--- config.mk ---
export PLATFORM = sky130hd
export DESIGN_NAME = irq_ctrl
export DESIGN_NICKNAME = d
export VERILOG_FILES = /design/src/rtl/irq_pkg.sv /design/src/rtl/irq_arb.sv /design/src/rtl/irq_ctrl.sv
export SDC_FILE = /design/constraint.sdc
export NUM_CORES = 1
export LEC_CHECK = 0
export CAP_MARGIN = 10
export CELL_PAD_IN_SITES_DETAIL_PLACEMENT = 1
export CELL_PAD_IN_SITES_GLOBAL_PLACEMENT = 1
export CORE_ASPECT_RATIO = 1.75
export CORE_MARGIN = 4
export CORE_UTILIZATION = 31
export DETAILED_ROUTE_END_ITERATION = 16
export GPL_ROUTABILITY_DRIVEN = 0
export PLACE_DENSITY = 0.94
export SYNTH_ARGS = -nofsm -noshare
export SYNTH_HDL_FRONTEND = slang
export SYNTH_HIERARCHICAL = 1
export SYNTH_SLANG_ARGS = --single-unit
--- constraint.sdc ---
create_clock -name clk -period 3.3 [get_ports clk]
set_input_delay 0.33 -clock clk [delete_from_list [all_inputs] [get_ports clk]]
set_output_delay 0.33 -clock clk [all_outputs]
set_load 0.05 [all_outputs]
--- src/rtl/irq_pkg.sv ---
// Shared constants for the interrupt controller: MMIO map, FSM encoding, source numbering.
package irq_pkg;

  // Existing device registers on the I/O page, kept here so the whole map is visible in one place.
  localparam logic [15:0] IO_ADDR_FFF0 = 16'hFFF0;
  localparam logic [15:0] IO_ADDR_FFF2 = 16'hFFF2;
  localparam logic [15:0] IO_ADDR_FFF8 = 16'hFFF8;
  localparam logic [15:0] IO_ADDR_FFFA = 16'hFFFA;
  localparam logic [15:0] IO_ADDR_FFFC = 16'hFFFC;

  // Interrupt controller registers.
  localparam logic [15:0] MASK_ADDR_DEF = 16'hFFF4;
  localparam logic [15:0] PEND_ADDR_DEF = 16'hFFF6;

  // Source numbering on the src bus.
  localparam int unsigned SRC_KEY   = 0;
  localparam int unsigned SRC_SW    = 1;
  localparam int unsigned SRC_TMR   = 2;
  localparam int unsigned SRC_SPARE = 3;

  typedef enum logic [1:0] {
    StIdle    = 2'd0,
    StReq     = 2'd1,
    StService = 2'd2
  } irq_state_e;

endpackage

--- src/rtl/irq_arb.sv ---
// Combinational interrupt picker. Fixed lowest-index priority by default; round-robin starting
// after the last granted source when IRQ_ROTATE_PRI_EN is defined.
module irq_arb #(
  parameter int unsigned NSRC = 4
) (
  input  logic [NSRC-1:0] eligible_i,
  input  logic [2:0]      last_i,
  output logic            valid_o,
  output logic [2:0]      id_o
);

`ifdef IRQ_ROTATE_PRI_EN
  // Walk the sources starting at (last + 1) mod NSRC; first eligible one wins.
  always_comb begin
    int unsigned idx;
    valid_o = 1'b0;
    id_o    = '0;
    idx     = 0;
    for (int unsigned k = 0; k < NSRC; k++) begin
      idx = (32'(last_i) + 32'd1 + k) % NSRC;
      for (int unsigned i = 0; i < NSRC; i++) begin
        if (!valid_o && (i == idx) && eligible_i[i]) begin
          valid_o = 1'b1;
          id_o    = 3'(i);
        end
      end
    end
  end
`else
  logic unused_last;
  assign unused_last = ^last_i;

  // Scan from the top down so the lowest eligible index is the last (winning) assignment.
  always_comb begin
    valid_o = 1'b0;
    id_o    = '0;
    for (int i = int'(NSRC) - 1; i >= 0; i--) begin
      if (eligible_i[i]) begin
        valid_o = 1'b1;
        id_o    = 3'(i);
      end
    end
  end
`endif

endmodule

--- src/rtl/irq_ctrl.sv ---
// Interrupt controller: synchronises raw device lines, latches rising edges as pending bits,
// masks them through two MMIO registers and hands one request/ID to the CPU.
// Optional round-robin arbitration is enabled with the IRQ_ROTATE_PRI_EN macro.
module irq_ctrl
  import irq_pkg::*;
#(
  parameter int unsigned      DBITS     = 16,
  parameter int unsigned      NSRC      = 4,
  parameter logic [DBITS-1:0] MASK_ADDR = DBITS'(MASK_ADDR_DEF),
  parameter logic [DBITS-1:0] PEND_ADDR = DBITS'(PEND_ADDR_DEF)
) (
  input  logic             clk,
  input  logic             rst_n,
  input  logic [NSRC-1:0]  src,
  input  logic [DBITS-1:0] addr,
  input  logic [DBITS-1:0] wdata,
  input  logic             we,
  output logic [DBITS-1:0] rdata,
  output logic             hit,
  input  logic             ie,
  output logic             irq_req,
  output logic [2:0]       irq_id,
  input  logic             irq_ack,
  input  logic             irq_done
);

  logic [NSRC-1:0] sync1_q, sync2_q, hist_q;
  logic [NSRC-1:0] edge_det;
  logic [NSRC-1:0] mask_q, mask_d;
  logic [NSRC-1:0] pend_q, pend_d;
  logic [NSRC-1:0] eligible;
  logic [NSRC-1:0] id_onehot;
  logic [NSRC-1:0] w1c;
  logic [NSRC-1:0] ack_clr;
  logic            mask_hit, pend_hit;
  logic            cur_live;
  logic            take_ack;
  logic            arb_valid;
  logic [2:0]      arb_id;
  logic [2:0]      last;
  logic [2:0]      irq_id_q, irq_id_d;
  irq_state_e      state_q, state_d;

  logic unused_wdata;
  assign unused_wdata = ^wdata[DBITS-1:NSRC];

  assign mask_hit = (addr == MASK_ADDR);
  assign pend_hit = (addr == PEND_ADDR);
  assign hit      = mask_hit | pend_hit;

  // Two-flop synchroniser plus history flop for rising-edge detection.
  always_ff @(posedge clk or negedge rst_n) begin
    if (!rst_n) begin
      sync1_q <= '0;
      sync2_q <= '0;
      hist_q  <= '0;
    end else begin
      sync1_q <= src;
      sync2_q <= sync1_q;
      hist_q  <= sync2_q;
    end
  end

  assign edge_det = sync2_q & ~hist_q;

  // Mask load, W1C decode and pending update; a new edge beats any clear in the same cycle.
  always_comb begin
    mask_d = mask_q;
    w1c    = '0;
    if (we && mask_hit) mask_d = wdata[NSRC-1:0];
    if (we && pend_hit) w1c = wdata[NSRC-1:0];
    ack_clr = take_ack ? id_onehot : '0;
    pend_d  = (pend_q & ~(w1c | ack_clr)) | edge_det;
  end

  // Mask and pending registers.
  always_ff @(posedge clk or negedge rst_n) begin
    if (!rst_n) begin
      mask_q <= '0;
      pend_q <= '0;
    end else begin
      mask_q <= mask_d;
      pend_q <= pend_d;
    end
  end

  // Zero-extended combinational read-back.
  always_comb begin
    rdata = '0;
    if (mask_hit) begin
      rdata[NSRC-1:0] = mask_q;
    end else if (pend_hit) begin
      rdata[NSRC-1:0] = pend_q;
    end
  end

  assign eligible = ie ? (pend_q & mask_q) : '0;

  // One-hot of the latched ID, so per-source lookups avoid a variable index.
  always_comb begin
    id_onehot = '0;
    for (int unsigned i = 0; i < NSRC; i++) begin
      id_onehot[i] = (irq_id_q == 3'(i));
    end
  end

  // The request stays alive only while its source is still pending, unmasked and globally enabled.
  assign cur_live = |(eligible & id_onehot);

  irq_arb #(
    .NSRC(NSRC)
  ) u_arb (
    .eligible_i(eligible),
    .last_i    (last),
    .valid_o   (arb_valid),
    .id_o      (arb_id)
  );

`ifdef IRQ_ROTATE_PRI_EN
  logic [2:0] last_q;

  // Last-granted pointer advances when the CPU takes an interrupt.
  always_ff @(posedge clk or negedge rst_n) begin
    if (!rst_n) begin
      last_q <= '0;
    end else if (take_ack) begin
      last_q <= irq_id_q;
    end
  end

  assign last = last_q;
`else
  assign last = '0;
`endif

  // Request FSM next-state and ID latch.
  always_comb begin
    state_d  = state_q;
    irq_id_d = irq_id_q;
    take_ack = 1'b0;
    unique case (state_q)
      StIdle: begin
        if (arb_valid) begin
          irq_id_d = arb_id;
          state_d  = StReq;
        end
      end
      StReq: begin
        if (irq_ack) begin
          take_ack = 1'b1;
          state_d  = StService;
        end else if (!cur_live) begin
          state_d = StIdle;
        end
      end
      StService: begin
        if (irq_done) state_d = StIdle;
      end
      default: state_d = StIdle;
    endcase
  end

  // FSM state and latched ID.
  always_ff @(posedge clk or negedge rst_n) begin
    if (!rst_n) begin
      state_q  <= StIdle;
      irq_id_q <= '0;
    end else begin
      state_q  <= state_d;
      irq_id_q <= irq_id_d;
    end
  end

  assign irq_req = (state_q == StReq);
  assign irq_id  = irq_id_q;

endmodule
Yosys cells after proc, flatten, opt, wreduce, memory -nomap -nowiden --
Index checks and enable logic that the tools add are counted. W data, S select, Z words.
Storage, ports and cells: flip-flop bits (word level) 25, bits in latches 0, bits in writable memories 0, ROM bits 0, bits of input ports 42, output and inout port bits 21, logic and storage cells 53, memories kept 0
Operators by class: add/sub/neg operators 0, multiply operators 0, div/mod/pow operators 0, order comparisons 0, equality and inequality tests 10, shift-type cells 0, muxes and demuxes 20, bitwise operators 9, reductions and logical operators 7
Operators by type and width (number):
- $eq A16 B16 Y1 const B | 2
- $mux W4 | 5
- $and A4 B4 Y4 | 4
- $mux W2 | 8
- $not A4 Y4 | 2
- $or A4 B4 Y4 | 2
- $eq A3 B2 Y1 const B | 2
- $mux W1 | 6
- $pmux W2 S3 | 1
- $ne A2 B2 Y1 const B | 2
- $reduce_or A4 Y1 | 1
- $eq A3 B1 Y1 const B | 1
- $logic_not A3 Y1 | 1
- $ne A3 B3 Y1 const B | 1
- $reduce_and A3 Y1 | 1
- $eq A2 B1 Y1 const B | 1
- $eq A2 B2 Y1 const B | 1
- $logic_and A1 B1 Y1 | 2
- $logic_not A2 Y1 | 1
- $reduce_and A2 Y1 | 1
- $or A1 B1 Y1 | 1

Longest topological paths before layout --
Gate-level depths: netlist of run 1.
depth after elaboration 8, depth in mapped cells 6

Cells and area by module --
Netlist of run 1, hierarchy kept.
Modules (own cells, without submodules):
- irq_ctrl | instances 1, cells an instance 104, area an instance 1179.9 um^2, sequential area each 625.6 um^2
- irq_arb | instances 1, cells an instance 9, area an instance 46.3 um^2, sequential area each 0.0 um^2

Worst setup path after synthesis of run 1 --
OpenSTA, ideal clock, no wires.
path type in2out, from input port addr[0], to output port rdata[0], arrival time 1824 ps, data required time 2970 ps, setup slack 1146 ps, stages on the path 4, path through nand4b_4 > or4_4 > buf_6 > nor2_1
Between the ends: cells in the longest elaborated chain, start to end 3, elaborated cells on any way between the ends 4
RTL lines:
- start, declared | line irq_ctrl.sv:15 | input logic [DBITS-1:0] addr,
- $eq A16 B16 Y1 | line irq_ctrl.sv:48 | assign pend_hit = (addr == PEND_ADDR);
- $mux W4 | line irq_ctrl.sv:92 | end else if (pend_hit) begin
- $mux W4 (*) | line irq_ctrl.sv:90 | if (mask_hit) begin
- end, declared | line irq_ctrl.sv:18 | output logic [DBITS-1:0] rdata,
Every way passes the cells marked *; elsewhere a longest branch is shown, timed or not.

Final worst setup path of run 1 --
from input port addr[5], to output port rdata[1]
Same word-level chain as after synthesis.

==> impl_metrics.toml, run 1 <==
[run_status]
status = "finished, final reports clean"

[worst_setup_path]
critPathKind = "input port to output port"
critical_path_arrival_ps = 2520
critPathCaptureType = "output port"
crit_top_cell = "clkdlybuf4s50_1"
crit_family = "buffers and inverters"
critPathMaxFanout = 8
path_cells = "clkdlybuf4s50_1 -> nand4b_4 -> or4_4 -> nor2_1 -> clkdlybuf4s50_1"
cp_slowest_cell = "clkdlybuf4s50_1"
start_kind = "input port"
cp_slowest_stage_delay_ps = 810
worst-path-buf-inv = 2
required_ps = 2970

[clocking]
cts-resized-gates = 0
post_cts.repair.setup_buffers = 0
holdBufCountCts = 0
cts_buffer_depth = 2
htreeDepth = 1
cts_root_buf = "clkbuf_8"
cts_made_buffers = 3
clock-sinks = 25
clkLatencyLatePin_ps = 270
cts_tree = "done"
path_clk_slew_ps = 90

[sta]
final.period_utilization_pct = 86.4
fmax_ghz = 0.351
maxSlewHeadroom_pct = 66.1
hold_viol = 0
tightest_slew_ps = 507
rsz0062_at_grt = "no"
drv_slew = 0
finalCriticalPeriod_ps = 2850
tns_ps = 0
clock_skew_ps = 3.31
whs_ps = 361
setup_violations = 0

[cells_and_area]
n_antenna_cell = 0
final_cell_mix = "clkdlybuf4s50_1 (38), dfrtp_1 (25), conb_1 (13), nor2_1 (10)"
layout.nets = 195
final_layout_size_suffix_gt1_share_pct = 11.8
fillers = 448
final_common_cell = "clkdlybuf4s50_1"
seq_area_um2 = 626
multi_input_area_um2 = 502
area_delta_synth_final_pct = 36.2

[yosys]
postSynthAreaPerCell_um2 = 10.9
synth.yosys.seq_area_share_pct = 51.0
synthesis.instances = 113
ys_ff_latch = 25
yosys_warnings = 6
synth_cell_types = 31
synth_area_um2 = 1230

[place]
dp_hpwl_mm = 2.36
port-buffer-count = 38

[grt]
grt_max_degree = 26
grt-ovfl-total = 0
grt_pass1_wl_mm = 4.64
grt_antenna_before_repair = 0
grt.total_usage_pct = 11.5
first_global_vias = 1024

[die]
start_util_pct = 31.7
die_height_um = 91.2
die-area_um2 = 5060
ios = 63
rows = 30
die_w_um = 55.5
core-area_um2 = 3870

[route]
finalWirelength_mm = 2.81
drt-initial-drc-count = 11
drc = 0
wl_per_cell_um = 14.0
drt_pass1_iterations = 4
viasPerCell = 4.69
drtAntennaViolNets = 0
vias = 938

[power]
vdd_drop_max_mv = 0.333
p_sw_mw = 0.149
p_per_area_nw_per_um2 = 351
swShare_pct = 25.4
pwr-share-seq_pct = 54.0
internal_power_mw = 0.437
p_clk_share_pct = 31.1
power_mw = 0.586
p_comb_share_pct = 14.9
leakage_nw = 0.727

[min_path]
min_path_type = "flip-flop to flip-flop"

[run]
cap_violations = 0
sequential cells by signal, indices dropped and copies added (netlist names):
register and count:
hist_q 4, irq_id 3, mask_q 4, pend_q 4
state_q 2, sync1_q 4, sync2_q 4
metrics by stage:
step                      utilization [%]  instances  setup slack [ps]  cell area [um2]
after CTS                            42.5        199               430             1640
after floorplan                         -        124              1150             1270
after global routing                 43.2        200               367             1670
after detailed placement             41.2        195               421             1590
final                                43.2        200               448             1670
after global placement               41.2        195               450             1590
kinds of logic after synthesis:
kind of cell	after synthesis	synth area share, %
other cells	2	0.612
mux	11	9.69
simple gates	40	20.2
compound gates	13	7.04
buf+inv	22	11.4
flops	25	51.0
power by group through the flow:
stage / Clock, mW / Combinational, mW / Sequential [mW]
6_report: 0.182 / 0.0875 / 0.316
2_1_floorplan: 0 / 0.0510 / 0.322
3_3_place_gp: 0 / 0.0828 / 0.322
3_5_place_dp: 0 / 0.0840 / 0.323
5_1_grt: 0.198 / 0.0933 / 0.318
4_1_cts: 0.187 / 0.0842 / 0.317
layout make-up:
type	count	share of cell area, %
sequential	25	37.5
multi-input combinational	77	30.0
timing repair buffer	39	24.4
tap	48	3.60
clock buffer	3	2.47
inverter	7	1.57
clock inverter	1	0.449
worst paths after layout:
| check | cells after the start | slack (ps) | to | start |
|---|---|---|---|---|
| hold reg to reg | 0 | 360 | sync2_q[2] | sync1_q[2] |
| hold / removal | 0 | 360 | sync2_q[2] | sync1_q[2] |
| setup / recovery | 5 | 450 | rdata[1] | addr[5] |
| max in group asynchronous | 2 | 2470 | pend_q[1] | rst_n |
| min in group asynchronous | 1 | 390 | sync1_q[2] | rst_n |
| setup reg to reg | 6 | 1750 | irq_id[1] | pend_q[3] |
layer usage:
| layer | routed length [um] | up-vias | track usage, % | share of wire [%] |
|---|---|---|---|---|
| met1 | 920 | 456 | 11.5 | 33 |
| met2 | 1690 | 32 | 22.9 | 60 |
| li1 | - | 444 | - | - |
| met5 | 0 | - | 0 | 0 |
| met3 | 137 | 6 | 1.99 | 4.9 |
| met4 | 53 | 0 | 4.06 | 1.9 |
synth_stat cells:
cell type,count,share of area (%)
o21ai_0,4,1.6
nor2_2,1,0.51
or4_4,1,0.92
buf_4,13,8.0
nand4b_4,1,1.9
and3_1,4,2.0
mux2_2,7,6.4
nor4_2,1,1.0
buf_6,1,0.92
nor3_1,1,0.41
mux2i_1,4,3.3
nor4bb_1,1,0.82
nand2b_1,3,1.5
dfrtp_1,25,51
o22ai_1,3,1.5
buf_2,1,0.41
nand4_1,2,1.0
nand4b_1,1,0.71
and4bb_2,1,1.0
nand2_1,4,1.2
inv_1,7,2.1
a21oi_2,1,0.71
nor2b_1,1,0.51
conb_1,2,0.61
a22o_1,1,0.71
nand3b_1,1,0.61
a32o_1,1,0.82
a21oi_1,1,0.41
nor2_1,10,3.1
nand3_1,7,2.9
o211ai_1,2,1.2
Power figures use the tool's default switching activity.
==> run 2: changes to the inputs <==
- CTS_CLUSTER_SIZE: not set -> 8
==> results of run 2 <==
The final DEF is identical to that of run 1; final timing and power are the same.
==> run 3: changes to the inputs <==
- CORE_UTILIZATION: 31 -> 29
- PLACE_DENSITY: 0.94 -> 0.9
- clock period: 3.3 -> 3.1 ns (I/O delays scaled with it)
==> run 3 against run 2 <==
Compared with the run above: sequential power is 6.6% higher; non-clock buffer count is the same; largest power group unchanged; combinational power is 3.9% higher; sequential share of layout area rose by 0.71 points; sequential cell count unchanged; clock power is 7% higher; critical endpoint unchanged; register-to-register slack worse by 250 ps; final cell count rose by 0.50%; utilization shrank 3.3 points; first-iteration DRC count increased by 27%.
==> impl_metrics.toml, run 3 (synthesized netlist as in run 1, its figures left out) <==
[run_status]
status = "finished, final reports clean"

[grt]
grt.total_usage_pct = 11.4
grt_pass1_wl_mm = 4.77
grt_max_degree = 26
grt-ovfl-total = 0
grt_antenna_before_repair = 0
first_global_vias = 1020

[die]
rows = 31
start_util_pct = 29.8
die_w_um = 57.2
ios = 63
die_height_um = 94.0
core-area_um2 = 4110
die-area_um2 = 5370

[clocking]
holdBufCountCts = 0
cts_made_buffers = 3
clock-sinks = 25
cts_buffer_depth = 2
clkLatencyLatePin_ps = 270
post_cts.repair.setup_buffers = 0
path_clk_slew_ps = 90
cts-resized-gates = 0
cts_tree = "done"
cts_root_buf = "clkbuf_8"
htreeDepth = 1

[sta]
rsz0062_at_grt = "no"
tns_ps = 0
setup_violations = 0
hold_viol = 0
finalCriticalPeriod_ps = 2250
fmax_ghz = 0.445
clock_skew_ps = 6.76
whs_ps = 355
final.period_utilization_pct = 72.4
drv_slew = 0

[place]
dp_hpwl_mm = 2.44
placed_cell_area_um2 = 1590
placedCellCount = 197
port-buffer-count = 38

[cells_and_area]
fin_area_um2 = 1640
fillers = 495
layout.nets = 195
final_common_cell = "clkdlybuf4s50_1"
area_delta_synth_final_pct = 33.7
final_layout_size_suffix_gt1_share_pct = 15.1
post_layout_nonfiller_instances = 201
final_cell_mix = "clkdlybuf4s50_1 (33), dfrtp_1 (25), conb_1 (13), nor2_1 (10)"
n_antenna_cell = 0

[power]
leakage_nw = 0.729
power_mw = 0.621
vdd_drop_max_mv = 0.349
p_per_area_nw_per_um2 = 379

[min_path]
min_path_cells = 0
min_path_type = "flip-flop to flip-flop"
holdCritStartpoint = "sync1_q[0]"
hold_end = "sync2_q[0]"

[worst_setup_path]
reg2regPathDepth = 6
critPathMaxFanout = 8
start_kind = "input port"
critical_path_arrival_ps = 1940
critPathCaptureType = "output port"
required_ps = 2790
worstReg2RegStart = "pend_q[0]"
critPathKind = "input port to output port"
reg2reg_setup_slack_ps = 1500
reg2reg_to = "irq_id[0]"

[route]
drt-initial-drc-count = 14
viasPerCell = 4.69
wl_per_cell_um = 14.4
finalWirelength_mm = 2.90
drtAntennaViolNets = 0
drc = 0
vias = 943
drt_pass1_iterations = 4

[run]
cap_violations = 0
-- run 3: metal layers --
layer / vias to the layer above / global-route usage [%] / part of all wire [%]
met5: - / 0 / 0
met4: 0 / 4.26 / 3.2
met3: 8 / 1.93 / 6.1
met2: 37 / 22.1 / 57
met1: 453 / 11.7 / 34
li1: 445 / - / -
-- run 3: power breakdown --
group          total (mW)  switching [mW]  internal, mW
Sequential          0.337         0.00282         0.334
Clock               0.194           0.103        0.0909
Combinational      0.0909          0.0527        0.0382
Total               0.621           0.158         0.463
-- run 3: critical path, stage by stage --
cell and delay, ps:
clkdlybuf4s50_1 510, nand4b_4 120, or4_4 610, nor2_1 170
buf_4 220
-- run 3: worst max-delay path by stage --
stage                     startpoint  endpoint  slack, ps
after CTS                    addr[5]  rdata[1]        850
after floorplan              addr[0]  rdata[0]        990
final                        addr[5]  rdata[1]        850
after global routing         addr[5]  rdata[1]        800
after detailed placement     addr[5]  rdata[1]        850
after global placement       addr[5]  rdata[1]        870
-- run 3: cell type report --
cell class	instances	area (um2)	share of cell area, %
clock buffer	3	41.3	2.52
sequential	25	626	38.2
inverter	7	26.3	1.60
tap	49	61.3	3.74
timing repair buffer	39	375	22.9
clock inverter	1	7.51	0.458
multi-input combinational	77	502	30.6
-- run 3: per-stage QoR --
step	worst slack, ps	util [%]
after floorplan	986	-
after global placement	868	38.7
after detailed placement	849	38.7
after CTS	846	39.9
after global routing	800	39.9
final	854	39.9
